**src/rtl/comet_ii_fetch_sequencer_if.sv**
```systemverilog
// comet_ii_fetch_sequencer_if: req/ack instruction-memory read port between the sequencer and memory.
interface comet_ii_fetch_sequencer_if #(
    parameter int AW = 16,
    parameter int DW = 16
);
    logic          mem_req;
    logic [AW-1:0] mem_addr;
    logic          mem_ack;
    logic [DW-1:0] mem_rdata;
    modport master (output mem_req, mem_addr, input mem_ack, mem_rdata);
    modport slave (input mem_req, mem_addr, output mem_ack, mem_rdata);
endinterface

```
**src/rtl/comet_ii_fetch_sequencer.sv**
```systemverilog
// comet_ii_fetch_sequencer: COMET II control sequencer owning PR and the instruction fetch port.
// Defining COMET_II_ILLEGAL_OP_TRAP_EN adds o_illegal_op and traps unknown opcodes back to IDLE.
module comet_ii_fetch_sequencer #(
    parameter int AW = 16,
    parameter int DW = 16
) (
    input  logic                       clk,
    input  logic                       rst_n,
    input  logic                       i_start,
    input  logic [AW-1:0]              i_start_addr,
    input  logic                       i_halt_req,
    comet_ii_fetch_sequencer_if.master mem,
    input  logic                       i_exec_busy,
    input  logic                       i_jump,
    input  logic [AW-1:0]              i_jump_addr,
    output logic [2:0]                 o_state,
    output logic [7:0]                 o_op_code,
    output logic [7:0]                 o_regs,
    output logic [AW-1:0]              o_adr,
    output logic                       o_adr_en,
    output logic [AW-1:0]              o_pr,
    output logic                       o_running
`ifdef COMET_II_ILLEGAL_OP_TRAP_EN
    ,
    output logic                       o_illegal_op
`endif
);
    typedef enum logic [2:0] {
        IDLE  = 3'b000,
        INIT  = 3'b001,
        IFET1 = 3'b010,
        IFET2 = 3'b011,
        EXEC  = 3'b100,
        WBACK = 3'b101
    } state_t;

    state_t        r_state;
    logic [7:0]    r_op;
    logic [7:0]    r_regs;
    logic [AW-1:0] r_adr;
    logic          r_adr_en;
    logic [AW-1:0] r_pr;
    logic          r_jmp_pend;
    logic [AW-1:0] r_jmp_tgt;
    logic [7:0]    w_op;
    logic          w_one;

    function automatic logic f_one_word(input logic [7:0] op);
        return op == 8'h00 || op == 8'h71 || op == 8'h81 ||
               (op[7:4] >= 4'h1 && op[7:4] <= 4'h4 && op[2]);
    endfunction

    assign w_op  = mem.mem_rdata[DW-1 -: 8];
    assign w_one = f_one_word(w_op);

`ifdef COMET_II_ILLEGAL_OP_TRAP_EN
    logic r_illegal;
    logic w_legal;

    function automatic logic f_legal(input logic [7:0] op);
        case (op[7:4])
            4'h0:    return op[3:0] == 4'h0;
            4'h1:    return op[3:0] <= 4'h2 || op[3:0] == 4'h4;
            4'h2:    return !op[3];
            4'h3:    return !op[3] && op[1:0] != 2'b11;
            4'h4:    return op[3:2] == 2'b00 ? op[1:0] <= 2'b01 : op[3:0] <= 4'h5;
            4'h5:    return op[3:2] == 2'b00;
            4'h6:    return op[3:0] >= 4'h1 && op[3:0] <= 4'h6;
            4'h7:    return op[3:1] == 3'b000;
            4'h8:    return op[3:1] == 3'b000;
            4'hF:    return op[3:0] == 4'h0;
            default: return 1'b0;
        endcase
    endfunction

    assign w_legal      = f_legal(w_op);
    assign o_illegal_op = r_illegal;
`endif

    always_ff @(posedge clk or negedge rst_n) begin
        if (!rst_n) begin
            r_state    <= IDLE;
            r_op       <= '0;
            r_regs     <= '0;
            r_adr      <= '0;
            r_adr_en   <= 1'b0;
            r_pr       <= '0;
            r_jmp_pend <= 1'b0;
            r_jmp_tgt  <= '0;
`ifdef COMET_II_ILLEGAL_OP_TRAP_EN
            r_illegal  <= 1'b0;
`endif
        end else begin
            case (r_state)
                IDLE: if (i_start) begin
                    r_state <= INIT;
`ifdef COMET_II_ILLEGAL_OP_TRAP_EN
                    r_illegal <= 1'b0;
`endif
                end
                INIT: begin
                    r_pr       <= i_start_addr;
                    r_op       <= '0;
                    r_regs     <= '0;
                    r_adr      <= '0;
                    r_jmp_pend <= 1'b0;
                    r_state    <= IFET1;
                end
                IFET1: if (mem.mem_ack) begin
                    r_op     <= w_op;
                    r_regs   <= mem.mem_rdata[7:0];
                    r_pr     <= r_pr + AW'(1);
                    r_adr_en <= !w_one;
                    if (w_one) r_adr <= '0;
                    r_state  <= w_one ? EXEC : IFET2;
`ifdef COMET_II_ILLEGAL_OP_TRAP_EN
                    if (!w_legal) begin
                        r_state   <= IDLE;
                        r_illegal <= 1'b1;
                    end
`endif
                end
                IFET2: if (mem.mem_ack) begin
                    r_adr   <= AW'(mem.mem_rdata);
                    r_pr    <= r_pr + AW'(1);
                    r_state <= EXEC;
                end
                EXEC: if (!i_exec_busy) begin
                    r_jmp_pend <= i_jump;
                    if (i_jump) r_jmp_tgt <= i_jump_addr;
                    r_state    <= WBACK;
                end
                WBACK: begin
                    if (r_jmp_pend) r_pr <= r_jmp_tgt;
                    r_jmp_pend <= 1'b0;
                    r_state    <= i_halt_req ? IDLE : IFET1;
                end
                default: r_state <= IDLE;
            endcase
        end
    end

    // Memory port decodes purely from registered state, so no input reaches it combinationally.
    assign mem.mem_req  = r_state == IFET1 || r_state == IFET2;
    assign mem.mem_addr = r_pr;
    assign o_state      = r_state;
    assign o_op_code    = r_op;
    assign o_regs       = r_regs;
    assign o_adr        = r_adr;
    assign o_adr_en     = r_adr_en;
    assign o_pr         = r_pr;
    assign o_running    = r_state != IDLE;
endmodule

```
**src/flat_wrapper.sv**
```systemverilog
// flat-port wrapper written by rule: the top's interface ports become plain ports
module comet_ii_fetch_sequencer_flat 
#(
    parameter int AW = 16,
    parameter int DW = 16
)
  (clk, rst_n, i_start, i_start_addr, i_halt_req, i_exec_busy, i_jump, i_jump_addr, o_state, o_op_code, o_regs, o_adr, o_adr_en, o_pr, o_running, mem_mem_req, mem_mem_addr, mem_mem_ack, mem_mem_rdata);
  comet_ii_fetch_sequencer_if #(.AW(AW), .DW(DW)) mem_i ();
  input  logic clk;
  input  logic rst_n;
  input  logic i_start;
  input  logic [AW-1:0] i_start_addr;
  input  logic i_halt_req;
  input  logic i_exec_busy;
  input  logic i_jump;
  input  logic [AW-1:0] i_jump_addr;
  output logic [2:0] o_state;
  output logic [7:0] o_op_code;
  output logic [7:0] o_regs;
  output logic [AW-1:0] o_adr;
  output logic o_adr_en;
  output logic [AW-1:0] o_pr;
  output logic o_running;
  output wire logic [$bits(mem_i.mem_req)-1:0] mem_mem_req;
  output wire logic [$bits(mem_i.mem_addr)-1:0] mem_mem_addr;
  input wire logic [$bits(mem_i.mem_ack)-1:0] mem_mem_ack;
  input wire logic [$bits(mem_i.mem_rdata)-1:0] mem_mem_rdata;
  assign mem_mem_req = mem_i.mem_req;
  assign mem_mem_addr = mem_i.mem_addr;
  assign mem_i.mem_ack = mem_mem_ack;
  assign mem_i.mem_rdata = mem_mem_rdata;
  comet_ii_fetch_sequencer #(.AW(AW), .DW(DW)) u_core (.clk(clk), .rst_n(rst_n), .i_start(i_start), .i_start_addr(i_start_addr), .i_halt_req(i_halt_req), .mem(mem_i), .i_exec_busy(i_exec_busy), .i_jump(i_jump), .i_jump_addr(i_jump_addr), .o_state(o_state), .o_op_code(o_op_code), .o_regs(o_regs), .o_adr(o_adr), .o_adr_en(o_adr_en), .o_pr(o_pr), .o_running(o_running));
endmodule
```
**config.mk**
```make
export PLATFORM = sky130hd
export DESIGN_NAME = comet_ii_fetch_sequencer_flat
export DESIGN_NICKNAME = d
export VERILOG_FILES = /design/src/rtl/comet_ii_fetch_sequencer_if.sv /design/src/rtl/comet_ii_fetch_sequencer.sv /design/src/flat_wrapper.sv
export SDC_FILE = /design/constraint.sdc
export NUM_CORES = 1
export LEC_CHECK = 0
export CAP_MARGIN = 20
export CORE_MARGIN = 1
export CORE_UTILIZATION = 50
export DETAILED_ROUTE_END_ITERATION = 12
export GPL_TIMING_DRIVEN = 1
export PLACE_DENSITY = 0.87
export SYNTH_ARGS = -nofsm -noshare
export SYNTH_HDL_FRONTEND = slang
export SYNTH_SLANG_ARGS = --single-unit
```
**constraint.sdc**
```tcl
create_clock -name clk -period 2.6 [get_ports clk]
set_input_delay 0.52 -clock clk [delete_from_list [all_inputs] [get_ports clk]]
set_output_delay 0.52 -clock clk [all_outputs]
set_load 0.01 [all_outputs]
```
==> results.md <==
* I/O Buffers at 124
* CTS sink count at slightly below 70
* Pleak at ~2.1 nW
* Status: complete, no violations
* CP required at 2080 ps
* First-pass iteration count of the detailed router at 5
* Setup crit start kind: register
* Slew Limit Headroom at 0.434
* Die Y at approximately 90 um
* Worst-Margin Slew at 849 ps
* RSZ-0062 raised after global routing: no
* Congestion Overflow GR at 0
* All-layer global routing usage at 0.272
* Total CTS buffers at 9
* Pwr dens at 1220 mW/mm2
* Peak VDD IR at 0.581 mV
* Yosys cell types at 57
* GR Util met2 at 0.467
* Initial antenna violation count at 0
* Io pins at 125
* Cell Rows at 30
* Met3 Usage GRT at 0.0528
* Final Skew at 12.1 ps
* Placed cells at 575
* Clock transition at the registers of the reported paths at 80 ps
* Mapped Cells at 385
* Die W at 87.9 um
* Root Driver: clkbuf_8
* Hold Fails Final Rpt at 0
* Post-route minimum period at 2380 ps
* Crit path max fanout at 20
* Proportion of layout cells with a drive suffix above 1 at 0.125
* Sw Ratio at 0.405
* Remaining routing DRC violations at 0
* CTS H-tree depth at 3
* DR WL/cell at 16.9 um
* TritonCTS clock tree: yes
* Combinational power share at 0.510
* Crit Path Category: register to primary output
* HP Class: input port to async pin
* Latest clock arrival within the worst-skew pair at 350 ps
* Die area at 0.00772 mm2
* Antenna Cells at 0
* Syn Nets at about 440
* Vias in the first global route at 3374
* Post-route ant nets at 0
* Routed vias/inst at 5.83
* CORE AREA at approximately 0.007 mm2
* Part of the power in registers at 0.327
* # setup viols final at 0
* Starting Density at 0.531
* Clk buf depth at 2
* DP Wirelength at approximately 7100 um
* Area grow syn2layout at 38.9%
* Max Slew Vio Count at 0
* Max_cap viols at 0
* Warnings from Yosys at 0
* Setup Fix Bufs, Post-CTS at 0
* Fmax achieved at roughly 420 MHz
* Clk pwr share at 0.163
* Top_reg_cell synth: dfrtp_1
* Post-route clock period utilization at 0.915
* Starting DRT DRC Count at 179
* Routability cong. at approximately 0.86
* Layout Nets at 546
* Register bit total from synthesis at 69
* First-pass GRT wire length at 16200 um
* Number of flops mapped to enable cells by yosys at 0
* Synthesized cell area at 0.00369 mm2
* Sequential area share after synthesis at 0.468
* Routed WL at 10000 um
* P_sw at 2.52 mW
* Worst path arrival time at around 1900 ps
* Final non-filler cell total at between 500 and 600
* Async set-reset flop share out of synthesis at 1.00
* Worst setup EP type: primary output
* Via count at around 3400
* CTS resizes at 0
* Largest net degree at the start of global routing at 33
* Setup TNS at 0 ps
* Hold_buf cts at 0
* Global routing's busiest layer: met2
* P_int at 3.70 mW
* Met1 Use GR at 0.338
* Syn Area/Cell at 9.58 um2
power by group through the flow:
stage | Clock (mW) | Combinational (mW) | Sequential, mW
3_3_place_gp | 0 | 3.06 | 2.00
4_1_cts | 1.03 | 3.19 | 2.03
2_1_floorplan | 0 | 1.82 | 2.03
6_report | 1.02 | 3.17 | 2.04
5_1_grt | 1.07 | 3.49 | 2.11
3_5_place_dp | 0 | 3.18 | 2.03
cell type report:
class                   instances  area [um2]
fillers                       519        1820
flip-flops and latches         69        1730
multi-input cells             252        1630
repair buffers                136        1330
clock buffers                  10         138
well taps                      96         120
clock inverters                 6        93.8
inverters                      22        82.6
sequential cells by signal, summed over array words and instances (netlist names):
register / count
u_core.mem.mem_addr: 16
u_core.o_adr: 16
u_core.r_jmp_tgt: 16
u_core.o_op_code: 8
u_core.o_regs: 8
u_core.o_state: 3
u_core.o_adr_en: 1
u_core.r_jmp_pend: 1
logic make-up (layout without fill, tap and decap cells):
group                      count (synthesis)  count (layout)  share of synthesized area
muxes                                     17              17                     0.0516
adders and majority gates                  1               1                    0.00339
and+or+nand+nor                          117             117                      0.171
DFF                                       69              69                      0.468
AOI/OAI and AO/OA                        117             117                      0.216
buffers and inverters                     64             174                     0.0889
cell usage after synthesis, types with 4 or more instances:
master / n / area, um2
buf_2: 9 / 45.0
inv_1: 21 / 78.8
a21oi_1: 10 / 50.1
nor2_1: 7 / 26.3
nand3b_1: 4 / 30.0
o211ai_1: 6 / 45.0
nand4_1: 4 / 25.0
nand2_1: 53 / 199
nand3_1: 11 / 55.1
mux2_2: 16 / 180
and3_1: 4 / 25.0
buf_4: 16 / 120
o22ai_1: 4 / 25.0
a31oi_1: 6 / 37.5
nand2b_1: 4 / 25.0
clkbuf_1: 12 / 45.0
nor3_1: 5 / 25.0
and4b_1: 5 / 50.1
dfrtp_1: 69 / 1730
a22oi_1: 17 / 128
o21ai_2: 10 / 87.6
o21ai_0: 38 / 190
buf_1: 4 / 15.0
critical path: stages, from the launching register on:
cell and delay [ps]:
dfrtp_1 600, or3_1 430, clkdlybuf4s50_1 500
metrics by stage:
stage          utilization  total power, mW  cell area, um2  worst slack, ps  hold slack, ps
5_1_grt              0.737             6.66            5120              140             144
6_report             0.737             6.22            5120              220             125
3_3_place_gp         0.704             5.06            4890              141             465
3_5_place_dp         0.704             5.21            4890             47.6             470
4_1_cts              0.737             6.25            5120              213             125
2_1_floorplan            -             3.85            3690              712             224
worst paths after layout:
path | from | end | slack, ps | cells past startpoint
worst max-delay path | u_core.o_state[0] | o_running | 220 | 2
worst min-delay path | rst_n | u_core.r_jmp_tgt[2] | 120 | 1
worst max register to register | u_core.o_state[1] | u_core.o_adr[0] | 560 | 6
worst min register to register | u_core.o_regs[6] | u_core.o_regs[6] | 480 | 2
max in group asynchronous | rst_n | u_core.o_adr[13] | 1740 | 2
min in group clk | u_core.o_regs[6] | u_core.o_regs[6] | 480 | 2
placed cells by master (no fill, tap or decap), drive strengths merged, types with 2 or more instances in the layout:
master,n
or3,2
o41a,2
a22oi,17
nor4b,2
o22ai,4
nor3,5
bufinv,2
buf,13
nand2,53
and3,4
o21ai,48
a221oi,3
o211ai,6
a31oi,6
nand4,5
clkinv,2
inv,23
and4b,5
nor2,8
nand3b,4
nand3,11
nor3b,2
a21o,3
a2bb2oi,2
clkdlybuf4s50,123
clkbuf,10
nor4,2
a211oi,2
and4,2
nand4b,3
o2bb2ai,2
dfrtp,69
o211a,2
a21oi,10
nand2b,4
mux2,16
per-layer routing:
layer	vias to the layer above	part of all wire
li1	1590	-
met1	1667	0.41
met2	169	0.51
met3	17	0.069
met4	0	0.019
met5	-	0
Power figures use the tool's default switching activity.
